--- src/rtl/icache_pkg.sv ---
`default_nettype none
// +----------------------------------------------------------------------+
// | icache_pkg : shared types and widths for the I-cache refill control  |
// | Revision   : 1.0                                                     |
// +----------------------------------------------------------------------+
package icache_pkg;

    typedef enum logic [1:0] {
        IDLE   = 2'd0,
        FILL   = 2'd1,
        RESUME = 2'd2
    } state_t;

    localparam int LINE_WORDS_DFLT = 4;
    localparam int OFFSET_W        = $clog2(LINE_WORDS_DFLT * 4);
    localparam int WCNT_W          = $clog2(LINE_WORDS_DFLT);

endpackage : icache_pkg
`default_nettype wire

--- src/rtl/refill_word_counter.sv ---
`default_nettype none
// +----------------------------------------------------------------------+
// | refill_word_counter : word index within the line being refilled      |
// | Revision            : 1.0                                            |
// +----------------------------------------------------------------------+
module refill_word_counter #(
    parameter int CNT_BITS = 2
) (
    input  logic                clk,
    input  logic                rst,
    input  logic                clear,
    input  logic                inc,
    output logic [CNT_BITS-1:0] count,
    output logic                last
);

    logic [CNT_BITS-1:0] r_count;

    // The line length is a power of two, so the last increment wraps to zero.
    always_ff @(posedge clk or posedge rst) begin
        if (rst) begin
            r_count <= '0;
        end else if (clear) begin
            r_count <= '0;
        end else if (inc) begin
            r_count <= r_count + CNT_BITS'(1);
        end
    end

    assign count = r_count;
    assign last  = &r_count;

endmodule : refill_word_counter
`default_nettype wire

--- src/rtl/icache_refill_ctrl.sv ---
`default_nettype none
// +----------------------------------------------------------------------+
// | icache_refill_ctrl : stalls fetch on a miss and refills one line     |
// | Revision           : 1.0                                             |
// +----------------------------------------------------------------------+
module icache_refill_ctrl
    import icache_pkg::*;
#(
    parameter int ADDR_W     = 32,
    parameter int DATA_W     = 32,
    parameter int LINE_WORDS = LINE_WORDS_DFLT,
    parameter int CNT_W      = 16
) (
    input  logic              Clk,
    input  logic              Reset,
    input  logic              fetchValid,
    input  logic [ADDR_W-1:0] fetchAddr,
    input  logic              hit,
    output logic              stall,
    output logic              memReq,
    output logic [ADDR_W-1:0] memAddr,
    input  logic              memAck,
    input  logic [DATA_W-1:0] memRData,
    output logic              cacheWe,
    output logic [ADDR_W-1:0] cacheWAddr,
    output logic [DATA_W-1:0] cacheWData,
    output logic              cacheTagWe,
    output logic              busy,
    output logic [CNT_W-1:0]  missCount
);

    localparam int c_wcnt_w   = $clog2(LINE_WORDS);
    localparam int c_offset_w = c_wcnt_w + (OFFSET_W - WCNT_W);
    localparam logic [ADDR_W-1:0] c_line_mask =
        ~((ADDR_W'(1) << c_offset_w) - ADDR_W'(1));

    state_t              r_state;
    state_t              w_next;
    logic [ADDR_W-1:0]   r_line_addr;
    logic [CNT_W-1:0]    r_miss_count;
    logic                r_out_en;
    logic                w_accept;
    logic                w_inc;
    logic                w_last;
    logic [c_wcnt_w-1:0] w_word_cnt;
    logic [ADDR_W-1:0]   w_word_addr;

    refill_word_counter #(
        .CNT_BITS (c_wcnt_w)
    ) u_word_cnt (
        .clk   (Clk),
        .rst   (Reset),
        .clear (w_accept),
        .inc   (w_inc),
        .count (w_word_cnt),
        .last  (w_last)
    );

    always_ff @(posedge Clk or posedge Reset) begin
        if (Reset) begin
            r_state      <= IDLE;
            r_line_addr  <= '0;
            r_miss_count <= '0;
            r_out_en     <= 1'b0;
        end else begin
            r_state  <= w_next;
            r_out_en <= 1'b1;
            if (w_accept) begin
                r_line_addr <= fetchAddr & c_line_mask;
                if (r_miss_count != {CNT_W{1'b1}}) begin
                    r_miss_count <= r_miss_count + CNT_W'(1);
                end
            end
        end
    end

    // No miss is accepted in the first cycle after reset so every output stays low.
    always_comb begin
        w_next     = r_state;
        w_accept   = 1'b0;
        w_inc      = 1'b0;
        stall      = 1'b0;
        memReq     = 1'b0;
        cacheWe    = 1'b0;
        cacheTagWe = 1'b0;
        case (r_state)
            IDLE: begin
                if (r_out_en && fetchValid && !hit) begin
                    stall    = 1'b1;
                    w_accept = 1'b1;
                    w_next   = FILL;
                end
            end
            FILL: begin
                stall  = 1'b1;
                memReq = 1'b1;
                if (memAck) begin
                    cacheWe = 1'b1;
                    w_inc   = 1'b1;
                    if (w_last) begin
                        cacheTagWe = 1'b1;
                        w_next     = RESUME;
                    end
                end
            end
            RESUME: begin
                stall  = 1'b1;
                w_next = IDLE;
            end
            default: begin
                w_next = IDLE;
            end
        endcase
    end

    assign w_word_addr = r_line_addr + (ADDR_W'(w_word_cnt) << 2);
    assign memAddr     = memReq  ? w_word_addr : '0;
    assign cacheWAddr  = cacheWe ? w_word_addr : '0;
    assign cacheWData  = cacheWe ? memRData    : '0;
    assign busy        = (r_state != IDLE);
    assign missCount   = r_miss_count;

endmodule : icache_refill_ctrl
`default_nettype wire

--- config.mk ---
export PLATFORM = sky130hd
export DESIGN_NAME = icache_refill_ctrl
export DESIGN_NICKNAME = d
export VERILOG_FILES = /design/src/rtl/icache_pkg.sv /design/src/rtl/refill_word_counter.sv /design/src/rtl/icache_refill_ctrl.sv
export SDC_FILE = /design/constraint.sdc
export NUM_CORES = 1
export LEC_CHECK = 0
export CAP_MARGIN = 20
export CORE_UTILIZATION = 37
export CTS_BUF_LIST = sky130_fd_sc_hd__clkbuf_16
export DETAILED_ROUTE_END_ITERATION = 12
export GPL_TIMING_DRIVEN = 0
export HOLD_SLACK_MARGIN = 0.12
export PLACE_DENSITY = 0.86
export SETUP_SLACK_MARGIN = 0.5
export SKIP_LAST_GASP = 1
export SYNTH_ARGS = -nofsm -noshare
export SYNTH_HDL_FRONTEND = slang
export SYNTH_SLANG_ARGS = --single-unit
--- constraint.sdc ---
create_clock -name Clk -period 2.3 [get_ports Clk]
set_input_delay 0.46 -clock Clk [delete_from_list [all_inputs] [get_ports Clk]]
set_output_delay 0.46 -clock Clk [all_outputs]
set_load 0.02 [all_outputs]
---- Word-level counts from Yosys, hierarchy flattened ----
Index checks and enable logic that the tools add are counted.
operators by class
  add/sub/neg operators ................... 3
  equal/unequal tests ..................... 6
  reductions and logical operators ........ 10
  mux-type cells .......................... 18
operators by type and width
  kind                                                    count
  2-to-1 mux 32 bit                                       3
  adder 32 x 4 -> 32 bit                                  1
  adder 16 x 1 -> 16 bit (second input constant)          1
  inequality test 16 bit (second input constant)          1
  2-to-1 mux 2 bit                                        5
  2-to-1 mux 1 bit                                        8
  inequality test 2 bit (second input constant)           2
  case mux 2 bit (2 select lines)                         1
  AND reduction 2 bit                                     2
  nonzero test 2 bit                                      2
  AND reduction 3 bit                                     1
  adder 2 x 1 -> 2 bit (second input constant)            1
  == test 2 x 1 -> 1 bit (second input constant)          1
  == test 2 bit (second input constant)                   1
  logical AND 1 bit                                       2
  logical NOT 2 bit                                       1
  inequality test 2 x 1 -> 1 bit (second input constant)  1
  case mux 1 bit (2 select lines)                         1
  OR reduction 2 bit                                      1
  logical NOT 1 bit                                       1
storage, ports and cells
  logic and storage cells ................. 42
  bits of input ports ..................... 69
  output and inout bits ................... 117
  register bits after elaboration ......... 49

---- Logic depth before layout (Yosys ltp) ----
  word-level depth ........................ 5
  depth in mapped cells ................... 7
  mapped depth without buffers ............ 6

---- Hierarchy ----
From an unflattened synthesis, not the netlist that was laid out.
second synthesis, totals
  cell total of the unflattened synthesis .. 336
  area, all modules ....................... 2813.9 um2
modules (own cells, without submodules)
  module               instances  cells an instance  area each (um2)  seq. area each (um2)
  icache_refill_ctrl   1          328                2721.4           1176.1
  refill_word_counter  1          8                  92.6             50.0

---- Least setup slack after synthesis ----
OpenSTA, ideal clock, no wires.
  path type ............................... register -> output
  start ................................... reg r_state[1]
  end ..................................... out cacheWAddr[13]
  path buffers ............................ 2
  setup slack ............................. 0.274 ns
  required time ........................... 1.840 ns
  arrival ................................. 1.566 ns
  stages on the path, launching flop included .. 6
  cells stage by stage .................... dfrtp_1 -> inv_1 -> ha_1 -> clkbuf_1 -> clkbuf_1 -> and3_1
on the way
  longest elaborated chain between the ends .. 3
RTL lines
  item                    line                       RTL
  from (decl)             icache_refill_ctrl.sv:37   state_t r_state;
  from (signal assigned)  icache_refill_ctrl.sv:66   r_state <= w_next;
  == test 2 x 1 -> 1 bit  icache_refill_ctrl.sv:86   case (r_state)
  2-to-1 mux 1 bit        icache_refill_ctrl.sv:86
  2-to-1 mux 32 bit       icache_refill_ctrl.sv:118  assign cacheWAddr = cacheWe ? w_word_addr : '0;
  to (decl)               icache_refill_ctrl.sv:25   output logic [ADDR_W-1:0] cacheWAddr,
No other way between the ends.

---- Final worst setup path ----
  start ................................... reg r_state[1]
  end ..................................... out cacheWAddr[5]
Same word-level chain as after synthesis.

==> impl_metrics.json <==
{
  "status": "finished, final reports clean",
  "pre_cts_slack_ns": -0.7279,
  "drtIter0Drc": 125,
  "placed_area_mm2": 0.004895,
  "p_comb_frac": 0.659,
  "cts_buffers": 5,
  "grt_util_all_layers": 0.2624,
  "cp_max_fo": 6,
  "yosysWarnings": 0,
  "initial_core_util": 0.3912,
  "hold_class": "reg2reg",
  "cts_tree": "done",
  "synth_largest_area_cell": "dfrtp_1",
  "slew_violations": 0,
  "drcViolationCount": 0,
  "finClkSkew_ns": 0.007625,
  "final.setup.worst_slack_ns": 0.2226,
  "clk_pin_slew_ns": 0.06,
  "synth-seq-area-share": 0.4231,
  "viasPerCell": 5.045,
  "gp_congestion": 0.8454,
  "chipWidth_um": 90.50,
  "ios": 186,
  "cts.sinks": 49,
  "worstSkewPairLatency_ns": 0.29,
  "worst_pin_slew_ns": 0.5227,
  "syn_inst": 345,
  "antenna_found_initial": 0,
  "setup_viol": 0,
  "final_cells": 651,
  "antenna_cells": 0,
  "fp.dieArea_mm2": 0.008189,
  "ctsHoldBuffers": 0,
  "drive_above_1_share": 0.4257,
  "dp_hpwl_um": 7530,
  "port_buffers": 177,
  "layout_common_cells": "nand2_1, buf_6, clkdlybuf4s50_1, dfrtp_1, and3_4",
  "synth_top_area_frac": 0.4231,
  "ir_drop_mv": 0.4617,
  "drtPass1Iterations": 4,
  "grt_pass1_wl_um": 17220,
  "startpoint_type": "flip-flop",
  "p_leak_uw": 0.002896,
  "final_antenna_net_count": 0,
  "layout.nets": 626,
  "drv_cap": 0,
  "period_needed_ns": 2.077,
  "hold_viol_final": 0,
  "clockRootBuffer": "clkbuf_16",
  "clk_path_buf_depth": 2,
  "detail_route.wl_per_cell_um": 17.21,
  "design_area_mm2": 0.005690,
  "p_int_uw": 4043,
  "critPathArrivalTime_ns": 1.62,
  "ys_seq_elements": 49,
  "fmax_mhz": 481.4,
  "rsz0062_at_grt": "true",
  "coreArea_mm2": 0.007408,
  "wl_um": 11210,
  "clkPwrFrac": 0.123,
  "required_ns": 1.84,
  "power_switching_uw": 2701,
  "final_util": 0.7681,
  "switching_share": 0.4005,
  "first_global_vias": 3362,
  "synth_area_mm2": 0.002898,
  "num_rows": 31,
  "yosysUniqueCellTypes": 37,
  "die_height_um": 90.50,
  "syn2layout_area_growth_pct": 96.37,
  "powerDensity_mw_per_mm2": 1185,
  "seqPwrFrac": 0.218,
  "vias": 3284,
  "relSlewSlack": 0.6510,
  "worstSetupPathType": "reg2out",
  "synth_area_per_cell_um2": 8.399,
  "gr-total-overflow": 0,
  "setup_tns_ns": 0,
  "worst_setup_path_end_kind": "primary output",
  "synth_top_cells_by_area": "dfrtp_1, and3_1, nand2_1, and2_1, clkbuf_1",
  "h-tree-depth": 2,
  "fin_crit_sh": 0.9032,
  "grt_max_degree": 27,
  "mostFrequentLayoutCell": "nand2_1",
  "placed_cells": 625
}
-- layer usage --
metal / global-route usage / wire (um) / vias up
met5: 0 / 0 / -
li1: - / - / 1547
met3: 0.06818 / 683 / 16
met1: 0.2836 / 4328 / 1591
met2: 0.4943 / 5989 / 130
met4: 0.08065 / 204 / 0
-- Yosys cell counts --
library cell	count
dfrtp_1	49
and4b_1	1
inv_1	5
a41o_1	1
nor2_2	1
nor4b_1	1
mux2_4	1
and4_1	1
o31a_1	1
buf_4	4
clkbuf_1	24
nor3_1	5
a41oi_1	1
a21boi_0	1
nor2_1	7
nand4_4	1
conb_1	2
nand2b_1	2
nor4_1	1
ha_1	6
a31oi_1	1
nor4_4	2
nand2_1	97
nand3b_1	1
a21oi_1	4
and2_0	1
nand4_1	3
mux2_2	3
mux2_1	1
o21ai_0	1
xnor2_1	3
xor2_1	7
and3_1	64
nand4b_1	1
nand4b_4	1
nand3_1	9
and2_1	31
-- state kept, by name, summed over array words and instances, names as in the netlist --
| register | flops |
|---|---|
| missCount | 16 |
| u_word_cnt.count | 2 |
| r_line_addr | 28 |
| r_out_en | 1 |
| r_state | 2 |
-- what timing repair did --
item,CTS,global route
buffers inserted,9,3
resized for setup,644,43
gates cloned,5,1
pin swaps,2,2
setup endpoints to repair,146,125
-- kinds of logic (layout without fill, tap and decap cells) --
logic type               Yosys count  count (layout)  share of synthesized area
adder cells (fa/ha/maj)            6               6                    0.02591
other                              2               5                   0.002592
AO/OA/AOI/OAI                     10              10                    0.02289
multiplexers                       5               5                    0.02072
buffers and inverters             33             237                    0.04793
flip-flops                        49              49                     0.4231
XOR/XNOR                          10              10                    0.03023
AND/OR/NAND/NOR                  230             230                     0.4266
-- through the flow --
step | hold slack (ns) | total power (uW)
6_report | 0.5037 | 6743
3_3_place_gp | 0.4697 | 4674
5_1_grt | 0.5328 | 7079
4_1_cts | 0.4945 | 6485
2_1_floorplan | 0.4512 | 3198
3_5_place_dp | 0.4746 | 4764
-- worst max-delay path, cell delays in order, from the launching register on --
cell and delay, ns:
dfrtp_1 0.40, inv_2 0.12, ha_4 0.20, buf_6 0.13, buf_6 0.10, buf_8 0.10, and3_4 0.18, buf_6 0.11
-- worst paths after layout --
check | start | to | slack (ns) | cells after the start
worst max-delay path | r_state[1] | cacheWAddr[5] | 0.22 | 7
worst min-delay path | r_line_addr[8] | r_line_addr[8] | 0.50 | 2
worst max register to register | r_state[0] | missCount[12] | 0.59 | 6
worst min register to register | r_line_addr[8] | r_line_addr[8] | 0.50 | 2
max in group asynchronous | Reset | missCount[1] | 1.24 | 3
min in group asynchronous | Reset | missCount[12] | 0.53 | 2
-- power by group through the flow --
stage	logic [uW]	registers, uW	clock network (uW)
2_1_floorplan	1810	1390	0
3_3_place_gp	3260	1410	0
3_5_place_dp	3330	1440	0
4_1_cts	4200	1440	847
5_1_grt	4690	1500	879
6_report	4440	1470	829
-- area by class of cell --
type,instances,area [um^2]
Tap cell,99,123.9
Clock buffer,5,125.1
Timing Repair Buffer,196,1979
Fill cell,484,1718
Buffer,28,322.8
Multi-Input combinational cell,266,1847
Clock inverter,3,43.79
Inverter,5,18.77
Sequential cell,49,1230
(Power assumes the default switching activity.)
